===== src/rtl/cache_perf_pkg.sv =====
// -----------------------------------------------------------------------------
// cache_perf_pkg
// Shared definitions for the cache performance monitor: the sequencing FSM
// state encoding and the constants of the hit-rate computation.
//   PCT_W     : width of a percentage result (0..100 fits in 7 bits)
//   SCALE     : multiplier turning a hit fraction into a percentage
//   DIV_ITERS : number of restoring-division iterations (one per quotient bit)
// -----------------------------------------------------------------------------
package cache_perf_pkg;

    typedef enum logic [1:0] {
        IDLE = 2'd0,
        LOAD = 2'd1,
        DIV  = 2'd2,
        EMIT = 2'd3
    } state_t;

    localparam int PCT_W     = 7;
    localparam int SCALE     = 100;
    localparam int DIV_ITERS = 7;

endpackage


===== src/rtl/rate_divider.sv =====
// -----------------------------------------------------------------------------
// rate_divider
// Multi-cycle restoring divider producing a PCT_W-bit quotient.
// A start pulse loads numerator/denominator; DIV_ITERS edges later the result
// is ready and done pulses for one cycle. The quotient must fit in PCT_W bits,
// which holds because numerator = hits*100 and hits <= denominator.
// Ports:
//   clk, rst     : clock, asynchronous active-high reset
//   start        : load operands and begin a division
//   numerator    : NUM_W-bit dividend
//   denominator  : DEN_W-bit divisor
//   done         : one-cycle pulse, quotient/nodata valid
//   quotient     : floor(numerator/denominator), forced to 0 when nodata
//   nodata       : denominator was zero
// -----------------------------------------------------------------------------
module rate_divider
    import cache_perf_pkg::*;
#(
    parameter int NUM_W = 39,
    parameter int DEN_W = 33
) (
    input  logic             clk,
    input  logic             rst,
    input  logic             start,
    input  logic [NUM_W-1:0] numerator,
    input  logic [DEN_W-1:0] denominator,
    output logic             done,
    output logic [PCT_W-1:0] quotient,
    output logic             nodata
);

    localparam int ITER_W = 3;

    logic [NUM_W-1:0]  rem_q, rem_d;
    logic [NUM_W-1:0]  dvs_q, dvs_d;
    logic [PCT_W-1:0]  quo_q, quo_d;
    logic [ITER_W-1:0] iter_q, iter_d;
    logic              done_q, done_d;
    logic              nodata_q, nodata_d;

    // The divisor starts aligned with the most significant quotient bit and is
    // shifted right once per iteration, so the dividend never needs shifting.
    always_comb begin
        rem_d    = rem_q;
        dvs_d    = dvs_q;
        quo_d    = quo_q;
        iter_d   = iter_q;
        done_d   = 1'b0;
        nodata_d = nodata_q;
        if (start) begin
            rem_d    = numerator;
            dvs_d    = NUM_W'(denominator) << (DIV_ITERS - 1);
            quo_d    = '0;
            iter_d   = ITER_W'(DIV_ITERS);
            nodata_d = (denominator == '0);
        end else if (iter_q != '0) begin
            if (rem_q >= dvs_q) begin
                rem_d = rem_q - dvs_q;
                quo_d = {quo_q[PCT_W-2:0], 1'b1};
            end else begin
                quo_d = {quo_q[PCT_W-2:0], 1'b0};
            end
            dvs_d  = dvs_q >> 1;
            iter_d = iter_q - ITER_W'(1);
            done_d = (iter_q == ITER_W'(1));
        end
    end

    always_ff @(posedge clk or posedge rst) begin
        if (rst) begin
            rem_q    <= '0;
            dvs_q    <= '0;
            quo_q    <= '0;
            iter_q   <= '0;
            done_q   <= 1'b0;
            nodata_q <= 1'b0;
        end else begin
            rem_q    <= rem_d;
            dvs_q    <= dvs_d;
            quo_q    <= quo_d;
            iter_q   <= iter_d;
            done_q   <= done_d;
            nodata_q <= nodata_d;
        end
    end

    // A zero divisor makes every compare succeed; mask that garbage quotient.
    assign done     = done_q;
    assign quotient = nodata_q ? '0 : quo_q;
    assign nodata   = nodata_q;

endmodule


===== src/rtl/cache_perf_monitor.sv =====
// -----------------------------------------------------------------------------
// cache_perf_monitor
// Counts hits and misses per cache level for a hierarchical lookup (level i is
// only consulted when every lower level missed) and, on request, computes the
// hit rate of each level in percent from a snapshot of the counters.
// Ports:
//   clk, rst      : clock, asynchronous active-high reset
//   access_valid  : a lookup is presented this cycle
//   hit_vec       : per-level hit flags, sampled with access_valid
//   clear         : synchronous zeroing of the live counters (wins over access)
//   snap_req      : take a snapshot and compute rates (ignored while busy)
//   hit_cnt       : per-level saturating hit counters, level 0 in LSBs
//   miss_cnt      : per-level saturating miss counters, level 0 in LSBs
//   busy          : rate computation in progress
//   rate_valid    : one-cycle pulse qualifying rate_level/rate_pct/rate_nodata
//   rate_level    : level of the current result
//   rate_pct      : floor(hits*100/(hits+misses))
//   rate_nodata   : level saw no lookups in the snapshot
// -----------------------------------------------------------------------------
module cache_perf_monitor
    import cache_perf_pkg::*;
#(
    parameter int NUM_LEVELS = 2,
    parameter int CNT_W      = 32
) (
    input  logic                        clk,
    input  logic                        rst,
    input  logic                        access_valid,
    input  logic [NUM_LEVELS-1:0]       hit_vec,
    input  logic                        clear,
    input  logic                        snap_req,
    output logic [NUM_LEVELS*CNT_W-1:0] hit_cnt,
    output logic [NUM_LEVELS*CNT_W-1:0] miss_cnt,
    output logic                        busy,
    output logic                        rate_valid,
    output logic [2:0]                  rate_level,
    output logic [PCT_W-1:0]            rate_pct,
    output logic                        rate_nodata
);

    localparam int              NUM_W    = CNT_W + PCT_W;
    localparam int              DEN_W    = CNT_W + 1;
    localparam logic [CNT_W-1:0] CNT_MAX = {CNT_W{1'b1}};
    localparam logic [2:0]      LAST_LVL = 3'(NUM_LEVELS - 1);

    state_t           state_q, state_d;
    logic [2:0]       lvl_q, lvl_d;
    logic [2:0]       div_cnt_q, div_cnt_d;
    logic             busy_q, busy_d;
    logic             rate_valid_q, rate_valid_d;
    logic [2:0]       rate_level_q, rate_level_d;
    logic [PCT_W-1:0] rate_pct_q, rate_pct_d;
    logic             rate_nodata_q, rate_nodata_d;

    logic                        snap_take;
    logic [NUM_LEVELS-1:0]       prior_miss;
    logic [NUM_LEVELS-1:0]       lookup;
    logic [NUM_LEVELS*CNT_W-1:0] snap_hit_flat;
    logic [NUM_LEVELS*CNT_W-1:0] snap_miss_flat;

    logic [CNT_W-1:0] sel_hit, sel_miss;
    logic [NUM_W-1:0] div_num;
    logic [DEN_W-1:0] div_den;
    logic             div_start, div_done, div_nodata;
    logic [PCT_W-1:0] div_quo;

    // The snapshot is taken on exactly the edge that accepts the request.
    assign snap_take = (state_q == IDLE) && snap_req;

    genvar gi;
    generate
        for (gi = 0; gi < NUM_LEVELS; gi++) begin : g_level
            logic [CNT_W-1:0] hit_q, hit_d;
            logic [CNT_W-1:0] miss_q, miss_d;
            logic [CNT_W-1:0] snap_hit_q, snap_hit_d;
            logic [CNT_W-1:0] snap_miss_q, snap_miss_d;

            // Level gi is consulted only when every lower level missed.
            if (gi == 0) begin : g_first
                assign prior_miss[gi] = 1'b1;
            end else begin : g_upper
                assign prior_miss[gi] = prior_miss[gi-1] & ~hit_vec[gi-1];
            end
            assign lookup[gi] = access_valid & prior_miss[gi];

            always_comb begin
                hit_d  = hit_q;
                miss_d = miss_q;
                if (clear) begin
                    hit_d  = '0;
                    miss_d = '0;
                end else if (lookup[gi]) begin
                    if (hit_vec[gi]) begin
                        if (hit_q != CNT_MAX) hit_d = hit_q + CNT_W'(1);
                    end else begin
                        if (miss_q != CNT_MAX) miss_d = miss_q + CNT_W'(1);
                    end
                end
                snap_hit_d  = snap_take ? hit_q  : snap_hit_q;
                snap_miss_d = snap_take ? miss_q : snap_miss_q;
            end

            always_ff @(posedge clk or posedge rst) begin
                if (rst) begin
                    hit_q       <= '0;
                    miss_q      <= '0;
                    snap_hit_q  <= '0;
                    snap_miss_q <= '0;
                end else begin
                    hit_q       <= hit_d;
                    miss_q      <= miss_d;
                    snap_hit_q  <= snap_hit_d;
                    snap_miss_q <= snap_miss_d;
                end
            end

            assign hit_cnt[gi*CNT_W +: CNT_W]        = hit_q;
            assign miss_cnt[gi*CNT_W +: CNT_W]       = miss_q;
            assign snap_hit_flat[gi*CNT_W +: CNT_W]  = snap_hit_q;
            assign snap_miss_flat[gi*CNT_W +: CNT_W] = snap_miss_q;
        end
    endgenerate

    // Operands of the level currently being processed.
    always_comb begin
        sel_hit  = '0;
        sel_miss = '0;
        for (int i = 0; i < NUM_LEVELS; i++) begin
            if (lvl_q == 3'(i)) begin
                sel_hit  = snap_hit_flat[i*CNT_W +: CNT_W];
                sel_miss = snap_miss_flat[i*CNT_W +: CNT_W];
            end
        end
    end

    assign div_num   = NUM_W'(sel_hit) * NUM_W'(SCALE);
    assign div_den   = DEN_W'(sel_hit) + DEN_W'(sel_miss);
    assign div_start = (state_q == LOAD);

    rate_divider #(
        .NUM_W (NUM_W),
        .DEN_W (DEN_W)
    ) u_rate_divider (
        .clk         (clk),
        .rst         (rst),
        .start       (div_start),
        .numerator   (div_num),
        .denominator (div_den),
        .done        (div_done),
        .quotient    (div_quo),
        .nodata      (div_nodata)
    );

    // Sequencer: each level takes LOAD (1) + DIV (DIV_ITERS) + EMIT (1) cycles,
    // so the result of level j appears 9*(j+1) edges after the request.
    always_comb begin
        state_d       = state_q;
        lvl_d         = lvl_q;
        div_cnt_d     = div_cnt_q;
        busy_d        = busy_q;
        rate_valid_d  = 1'b0;
        rate_level_d  = rate_level_q;
        rate_pct_d    = rate_pct_q;
        rate_nodata_d = rate_nodata_q;
        case (state_q)
            IDLE: begin
                if (snap_req) begin
                    state_d = LOAD;
                    lvl_d   = '0;
                    busy_d  = 1'b1;
                end
            end
            LOAD: begin
                state_d   = DIV;
                div_cnt_d = '0;
            end
            DIV: begin
                if (div_cnt_q == 3'(DIV_ITERS - 1)) begin
                    state_d = EMIT;
                end else begin
                    div_cnt_d = div_cnt_q + 3'd1;
                end
            end
            EMIT: begin
                rate_valid_d  = div_done;
                rate_level_d  = lvl_q;
                rate_pct_d    = div_quo;
                rate_nodata_d = div_nodata;
                if (lvl_q == LAST_LVL) begin
                    state_d = IDLE;
                    busy_d  = 1'b0;
                end else begin
                    state_d = LOAD;
                    lvl_d   = lvl_q + 3'd1;
                end
            end
            default: state_d = IDLE;
        endcase
    end

    always_ff @(posedge clk or posedge rst) begin
        if (rst) begin
            state_q       <= IDLE;
            lvl_q         <= '0;
            div_cnt_q     <= '0;
            busy_q        <= 1'b0;
            rate_valid_q  <= 1'b0;
            rate_level_q  <= '0;
            rate_pct_q    <= '0;
            rate_nodata_q <= 1'b0;
        end else begin
            state_q       <= state_d;
            lvl_q         <= lvl_d;
            div_cnt_q     <= div_cnt_d;
            busy_q        <= busy_d;
            rate_valid_q  <= rate_valid_d;
            rate_level_q  <= rate_level_d;
            rate_pct_q    <= rate_pct_d;
            rate_nodata_q <= rate_nodata_d;
        end
    end

    assign busy        = busy_q;
    assign rate_valid  = rate_valid_q;
    assign rate_level  = rate_level_q;
    assign rate_pct    = rate_pct_q;
    assign rate_nodata = rate_nodata_q;

endmodule


===== config.mk =====
export PLATFORM = sky130hd
export DESIGN_NAME = cache_perf_monitor
export DESIGN_NICKNAME = d
export VERILOG_FILES = /design/src/rtl/cache_perf_pkg.sv /design/src/rtl/rate_divider.sv /design/src/rtl/cache_perf_monitor.sv
export SDC_FILE = /design/constraint.sdc
export NUM_CORES = 1
export LEC_CHECK = 0
export ABC_AREA = 1
export CORE_UTILIZATION = 45
export CTS_CLUSTER_SIZE = 10
export DETAILED_ROUTE_END_ITERATION = 10
export DONT_BUFFER_PORTS = 1
export HOLD_SLACK_MARGIN = 0.06
export PLACE_DENSITY = 0.63
export REMOVE_ABC_BUFFERS = 1
export SLEW_MARGIN = 20
export SYNTH_ARGS = -nofsm -noshare
export SYNTH_HDL_FRONTEND = slang
export SYNTH_SLANG_ARGS = --single-unit
export TNS_END_PERCENT = 20

===== constraint.sdc =====
create_clock -name clk -period 12.95 [get_ports clk]
set_input_delay 2.59 -clock clk [delete_from_list [all_inputs] [get_ports clk]]
set_output_delay 2.59 -clock clk [all_outputs]
set_load 0.005 [all_outputs]

After elaboration in Yosys (flattened, before gate mapping). Cells that the tools add are included.

Flip-flop bits (word level): 367. Input bits: 7. Output and inout port bits: 141.

Add/subtract/negate cells: 9. $mul: 1. $lt $le $gt $ge: 1. Eq/ne operators: 17. Muxes and demuxes: 46. Bitwise logic cells: 2. Reductions and logical operators: 26.

Operators with widths (number): $mux 32 (20); $mux 39 (5); $add 32x1->32 const B (4); $ne 32x32->1 const B (4); $ge 39x39->1 (1); $sub 39x39->39 (1); $mul 32x5->37 const B (1); $add 32x32->33 (1); $logic_not 33->1 (1); $reduce_bool 2->1 (12); $mux 7 (3); $reduce_and 3->1 (6); $mux 3 (5); $pmux 3 s2 (2); $ne 2x2->1 const B (5); $pmux 2 s4 (1); $mux 1 (7); $add 3x1->3 const B (2); $eq 3x1->1 const B (2); $reduce_and 2->1 (3); $eq 2x2->1 const B (2); $mux 2 (2); $ne 2x1->1 const B (2); $eq 3x3->1 const B (1); other kinds (9) (9).

Logic depth before layout (Yosys ltp). Gate-level depths: netlist (run 1).

Word-level depth: 5. Gate-level depth with buffers: 35. Gate-level depth less buffers: 32.

Modules after synthesis. Synthesis (run 1) repeated with hierarchy kept, for this count alone.

Cell total of the unflattened synthesis: 4192. Area total of the unflattened synthesis: 28353.4 µm².

By module, submodules not included: cache_perf_monitor (times used 1, cells an instance 3008, area each 20990.1 µm², sequential area each 6931.6 µm²); rate_divider (times used 1, cells an instance 1184, area each 7363.3 µm², sequential area each 2252.2 µm²).

Least setup slack after synthesis (run 1). OpenSTA, ideal clock, no wires.

Path type: register to register. Start: register lvl_q[1]. End: register u_rate_divider.rem_q[30]. Setup time: 0.066 ns. Arrival: 4.540 ns. Data required time: 12.884 ns. Setup slack: 8.345 ns. Stages on the path, launching flop included: 28. Buffers on the path: 3. Cell sequence: dfrtp_1 > inv_1 > ha_1 > inv_2 > nor2_4 > buf_2 > clkbuf_1 > clkbuf_1 > nand2_1 > o21ai_0 > ha_1 > ha_1 > ha_1 > a21o_1 > ha_1 > nand2_1 > nand2_1 > a31oi_1 > nand2_1 > a21oi_1 > o21ai_0 > a21oi_1 > o21ai_0 > nand2_1 > nand2_1 > o21ai_0 > nand2_1 > nand2_1.

Cells in the longest elaborated chain, start to end: 5. Elaborated cells on any way between the ends: 6.

RTL lines: start: declaration (RTL line cache_perf_monitor.sv:47) `logic [2:0] lvl_q, lvl_d;`; start signal: assignment (RTL line cache_perf_monitor.sv:213) `lvl_q <= lvl_d;`; $logic_not 3->1 (RTL line cache_perf_monitor.sv:129) `if (lvl_q == 3'(i)) begin`; $mux 32 (RTL line cache_perf_monitor.sv:129); $mux 32 * (RTL line cache_perf_monitor.sv:129); $mul 32x5->37 * (RTL line cache_perf_monitor.sv:136) `assign div_num = NUM_W'(sel_hit) * NUM_W'(SCALE);`; $mux 39 * (RTL line rate_divider.sv:50) `if (start) begin`; end signal: assignment (RTL line rate_divider.sv:78) `rem_q <= rem_d;`; end: declaration (RTL line rate_divider.sv:34) `logic [NUM_W-1:0] rem_q, rem_d;`.

Mark *: on every way between the ends. The rest lies on a longest branch, timed or not. A chain may end at the register's enable or synchronous reset.

Worst setup path after layout (run 1).
Start: register lvl_q[1]. End: register u_rate_divider.rem_q[31].

The elaborated chain is that of the path after synthesis.

==> run_results.csv, run 1 <==
group,metric,value,unit
pwr,swShare,0.464,
timing,tightest_slew,991,ps
synth,synth_top_area_frac,0.345,
grt,grt_overflow,0,
clock_network,htreeDepth,2,
floorplanning,die_x,245,um
synth,synth.cell_area,26600,sq um
synth,yosysWarningCount,0,
grt,grt_pass1_wl,135000,um
clock_network,cts_sinks,367,
grt,grt_pass1_vias,23500,
synth,synthCells,3807,
clock_network,cts_tree,"done",
clock_network,post_cts.repair.setup_buffers,0,
timing,slew_violations,0,
pwr,ir_drop,0.242,mV
flow_run,drv_cap,0,
pwr,powerDensity,188,nW/um^2
synth,yosysTopAreaCell,"dfrtp_1",
synth,synth.yosys.seq_area_share,0.345,
clock_network,clk_pin_slew_worst_paths,60,ps
placed_design,io_buffers,0,
pwr,intPower,0.00289,W
timing,relSlewSlack,0.339,
placed_design,place_ws,7090,ps
drt,drc_errors,0,
worst_setup_path,crit_fanout,65,
timing,rsz0062_at_grt,"false",
timing,setup_tns,0,ps
synth,async_reset_ff_frac,1.00,
synth,synth_commonest_cells,"984 x nand2_1, 561 x inv_1, 379 x o21ai_0",
placed_design,gp_congestion,0.965,
synth,synth_cell_types,54,
grt,grt_use_total,0.285,
worst_setup_path,crit_path_end_kind,"flip-flop",
floorplanning,dieArea,60100,sq um
floorplanning,core,58000,sq um
placed_design,dp_hpwl,66700,um
timing,fin_skew,26.0,ps
status,status,"finished, final reports clean",
layout,drive_gt1_frac,0.0383,
worst_hold_path,hold_path.class,"flip-flop to flip-flop",
pwr,total_power,0.00539,W
floorplanning,die_h,245,um
synth,ys_seq_elements,367,
drt,viasPerCell,5.47,
clock_network,clock_latency,590,ps
floorplanning,top_level_ports,148,
pwr,pwr-share-comb,0.508,
clock_network,cts_buffer_depth,3,
timing,min_period,5970,ps
timing,max_clock_freq,168,MHz
clock_network,post_cts_resized,0,
synth,synth_area_leaders,"dfrtp_1 34%, nand2_1 14%, ha_1 8.6%",
pwr,seq_power_share,0.267,
drt,ant_nets,0,
floorplanning,core.rowCount,88,
drt,drt-initial-drc-count,2100,
floorplanning,initial_utilization,0.459,
timing,hold_viol,0,
drt,wirelength,85600,um
synth,synth_area_per_cell,6.99,sq um
worst_setup_path,path_class,"flip-flop to flip-flop",
timing,setup_viol_count_final,0,
layout,design_area,28600,sq um
pwr,p_sw,0.00250,W
grt,grt_max_degree,117,
synth,yosys_most_used_dff,"dfrtp_1",
pwr,power.leakage,13.8,nW
clock_network,clock-root-buffer,"clkbuf_16",
drt,vias,24900,
timing,worst_slack,6980,ps
pwr,pwr-share-clk,0.225,
worst_setup_path,required,13440,ps
drt,dr.pass1.iters,6,
worst_setup_path,crit_arrival,6450,ps
synth,yosysMostFrequentCell,"nand2_1",
placed_design,place_area,27200,sq um
layout,area_growth,7.57,%
layout,nets,3983,
synth,synth_enable_flop_cells,0,
grt,antenna_found_initial,2,
drt,avgRoutedWirePerCell,18.8,um
timing,post-route-period-util,0.461,
clock_network,cts_hold_buf,0,
clock_network,cts_buffers,46,
worst_setup_path,start_kind,"flip-flop",
-- worst paths after layout --
check | start | end | slack (ps) | depth (start not counted)
worst min-delay path | u_rate_divider.done | rate_valid | 450 | 2
worst max-delay path | lvl_q[1] | u_rate_divider.rem_q[31] | 6980 | 22
max in group asynchronous | rst | g_level[0].snap_miss_q[15] | 8870 | 3
worst min register to register | u_rate_divider.done | rate_valid | 450 | 2
worst max register to register | lvl_q[1] | u_rate_divider.rem_q[31] | 6980 | 22
min in group asynchronous | rst | u_rate_divider.rem_q[5] | 1980 | 1
-- kinds of logic (layout without fill, tap and decap cells) --
logic type,count (synthesis),in the layout,synth area share
compound gates,775,775,0.160
xor+xnor,62,62,0.0204
fa+ha+maj,211,211,0.107
buf+inv,687,668,0.0998
flops,367,367,0.345
other cells,0,1,0
simple gates,1705,1705,0.268
-- cell usage in the layout, fill, tap and decap left out, drive strengths merged, types with 17 or more instances in the layout --
cell	count
a21oi	232
a31oi	40
buf	19
clkbuf	65
dfrtp	367
fa	27
ha	184
inv	579
nand2	998
nand3	192
nand4	47
nor2	330
nor3	85
nor4	29
o211ai	23
o21ai	395
o31ai	20
xnor2	17
xor2	45
-- critical path: stages, from the launching register on --
cell and delay (ps):
dfrtp_1 370, inv_1 110, ha_1 460, inv_2 450
nor2_4 250, buf_4 540, nand2_1 190, o21ai_0 180
ha_1 310, ha_1 310, ha_1 330, xor2_1 170
ha_1 380, nand3_1 80, nand2_1 120, nand2_1 70
o21ai_0 490, nand3_1 150, nand3_1 220, a21oi_1 110
xnor2_1 270, nand2_1 100, a31oi_1 200
-- cell type report --
type	count	area [sq um]
fillers	5920	29400
diodes	1	2.50
inverters	578	2180
clock buffers	65	1320
clock inverters	6	61.3
flip-flops and latches	367	9180
multi-input cells	2753	14800
repair buffers	19	143
well taps	765	957
-- power groups by stage --
| stage | Clock (W) | Combinational [W] | Sequential, W |
|---|---|---|---|
| finish | 0.00121 | 0.00274 | 0.00144 |
| CTS | 0.00123 | 0.00270 | 0.00144 |
| floorplan | 0 | 0.00195 | 0.00143 |
| global route | 0.00128 | 0.00306 | 0.00146 |
| global placement | 0 | 0.00267 | 0.00146 |
| detailed placement | 0 | 0.00268 | 0.00146 |
-- state kept, by name (all words and copies together), names as in the netlist --
register / count
g_level.snap_miss_q: 64
u_rate_divider.nodata: 1
g_level.miss_q: 64
lvl_q: 3
u_rate_divider.rem_q: 39
u_rate_divider.done: 1
rate_nodata: 1
rate_valid: 1
rate_pct: 7
g_level.snap_hit_q: 64
g_level.hit_q: 64
div_cnt_q: 3
u_rate_divider.iter_q: 3
u_rate_divider.dvs_q: 39
state_q: 2
u_rate_divider.quo_q: 7
rate_level: 3
busy: 1
-- stage by stage --
stage | instances | hold slack [ps] | utilization
4_1_cts | 4553 | 461 | 0.493
5_1_grt | 4553 | 474 | 0.493
2_1_floorplan | 3698 | 413 | -
6_report | 4554 | 449 | 0.494
3_3_place_gp | 4482 | 437 | 0.470
3_5_place_dp | 4482 | 445 | 0.470
-- routing by layer --
layer  routed length, um  track usage  vias up
li1                    -            -    12400
met1               38600        0.394    11700
met2               38400        0.448      762
met3                5800       0.0519      149
met4                2850       0.0961        2
met5                  12            0        -
Note: power is estimated with default switching activity, not from simulation.
==> run 2: changes to the inputs <==
Clock period 12.95 ns to 5 ns, I/O delays scaled along.
==> run_results.csv, run 2 (synthesis results as in run 1) <==
group,metric,value,unit
floorplanning,core,58000,sq um
clock_network,cts_buffers,46,
timing,min_period,4630,ps
pwr,intPower,0.00766,W
placed_design,dp.cells,4518,
clock_network,clock-root-buffer,"clkbuf_16",
placed_design,gp_congestion,0.999,
drt,viasPerCell,5.41,
timing,max_clock_freq,216,MHz
grt,grt_use_total,0.287,
floorplanning,core.rowCount,88,
flow_run,drv_cap,0,
pwr,pwr-share-comb,0.513,
pwr,p_sw,0.00653,W
pwr,power.leakage,14.0,nW
worst_setup_path,critPathMaxStageDelay,520,ps
pwr,ir_drop,0.352,mV
clock_network,post_cts.repair.setup_buffers,0,
layout,final.fill_count,5820,
layout,nets,4019,
worst_setup_path,path_class,"flip-flop to flip-flop",
layout,area_growth,9.16,%
worst_setup_path,path_cells,"inv_1 -> ha_1 -> buf_6 -> nand3_1 -> o21ai_0 -> ha_1 -> ha_1 -> inv_1 -> fa_1 -> inv_1 -> ha_1 -> nand2_1 -> nor4_1 -> nand3_1 -> nand3_1 -> nand3_1 -> o211ai_1 -> a21oi_1 -> o21ai_0 -> nand2_1 -> nand2_1 -> nand2_1",
clock_network,cts_tree,"done",
drt,dr.pass1.iters,6,
timing,relSlewSlack,0.303,
status,status,"finished, final reports clean",
drt,drt-initial-drc-count,2112,
grt,antenna_found_initial,0,
layout,post_layout_nonfiller_instances,4586,
drt,ant_nets,0,
clock_network,cts_buffer_depth,3,
worst_setup_path,regToRegStartpoint,"lvl_q[0]",
layout,final_cell_mix,"983 x nand2_1, 560 x inv_1, 367 x o21ai_0, 367 x dfrtp_1, 323 x nor2_1",
pwr,swShare,0.460,
timing,hold_viol,0,
timing,fin_skew,16.8,ps
clock_network,clock_latency,590,ps
timing,post-route-period-util,0.927,
placed_design,io_buffers,0,
pwr,pwr-share-clk,0.224,
layout,antenna_cells,0,
worst_setup_path,critPathSlowestCell,"fa_1",
worst_setup_path,crit_arrival,5110,ps
timing,slew_violations,0,
grt,grt_pass1_wl,134000,um
timing,timing.hold.ws,373,ps
worst_setup_path,r2r-end,"u_rate_divider.rem_q[35]",
clock_network,cts_hold_buf,0,
floorplanning,initial_utilization,0.459,
grt,grt_overflow,0,
clock_network,htreeDepth,2,
worst_setup_path,crit_fanout,17,
pwr,powerDensity,488,nW/um^2
drt,avgRoutedWirePerCell,18.6,um
floorplanning,die_h,245,um
worst_setup_path,start_kind,"flip-flop",
drt,drc_errors,0,
layout,drive_gt1_frac,0.0492,
drt,wirelength,85400,um
worst_setup_path,timing.reg2reg.setup_slack,370,ps
pwr,total_power,0.0142,W
grt,grt_max_degree,222,
layout,final_common_cell,"nand2_1",
timing,rsz0062_at_grt,"true",
worst_setup_path,r2r_cells,22,
floorplanning,top_level_ports,148,
worst_setup_path,crit_path_end_kind,"flip-flop",
worst_hold_path,hold_path.class,"input port to asynchronous set/reset pin",
clock_network,post_cts_resized,0,
clock_network,cts_sinks,367,
pwr,seq_power_share,0.264,
placed_design,dp_hpwl,67700,um
grt,grt_pass1_vias,23500,
timing,tightest_slew,1040,ps
worst_setup_path,required,5480,ps
clock_network,clk_pin_slew_worst_paths,60,ps
floorplanning,dieArea,60100,sq um
floorplanning,die_x,245,um
drt,vias,24800,
timing,setup_viol_count_final,0,
-- run 2: changes by cell type in the layout (fill, tap and decap cells not counted), moves of 4 or more --
cell      delta
buf_12       +7
buf_4       +28
clkbuf_8     -4
o21ai_0     -12
o21ai_1      +7
o21ai_2      +5
-- run 2: per-stage QoR --
stage	instance area [sq um]	setup TNS, ps	util	setup WS (ps)
after floorplan	26100	-2292110	-	-6190
after detailed placement	27600	0	0.476	247
after CTS	29000	0	0.500	218
after global routing	29100	0	0.501	1.62
after global placement	27600	0	0.476	267
final	29100	0	0.501	365
-- run 2: routing by layer --
layer	wire (um)	up-vias	global-route usage
met5	0	-	0
met4	2760	0	0.0919
met3	4830	121	0.0480
met2	38400	707	0.455
met1	39400	11500	0.396
li1	-	12400	-
-- run 2: critical path: cells and delay by family, from the launching register on --
kind,cells,cell delay (ps)
fa+ha+maj,5,1720
simple gates,9,1250
compound gates,4,730
buf+inv,4,450
flops,1,400
-- run 2: worst max path at each step --
stage / startpoint / to
floorplan: rst / busy
global placement: lvl_q[1] / u_rate_divider.rem_q[36]
detailed placement: lvl_q[1] / u_rate_divider.rem_q[36]
CTS: lvl_q[1] / u_rate_divider.rem_q[36]
global route: lvl_q[0] / u_rate_divider.rem_q[28]
finish: lvl_q[0] / u_rate_divider.rem_q[35]
-- run 2: power groups by stage --
stage               Sequential, W  Combinational (W)  Clock [W]
finish                    0.00374            0.00727    0.00318
detailed placement        0.00378            0.00711          0
global placement          0.00377            0.00709          0
floorplan                 0.00369            0.00505          0
global route              0.00379            0.00818    0.00335
CTS                       0.00373            0.00716    0.00324
-- run 2: area by class of cell --
cell class,count,area [sq um],share of cell area
Inverter,578,2180,0.0749
Tap cell,765,957,0.0329
Sequential cell,367,9180,0.316
Multi-Input combinational cell,2753,14800,0.510
Timing Repair Buffer,55,504,0.0174
Clock inverter,9,148,0.00508
Clock buffer,59,1260,0.0434
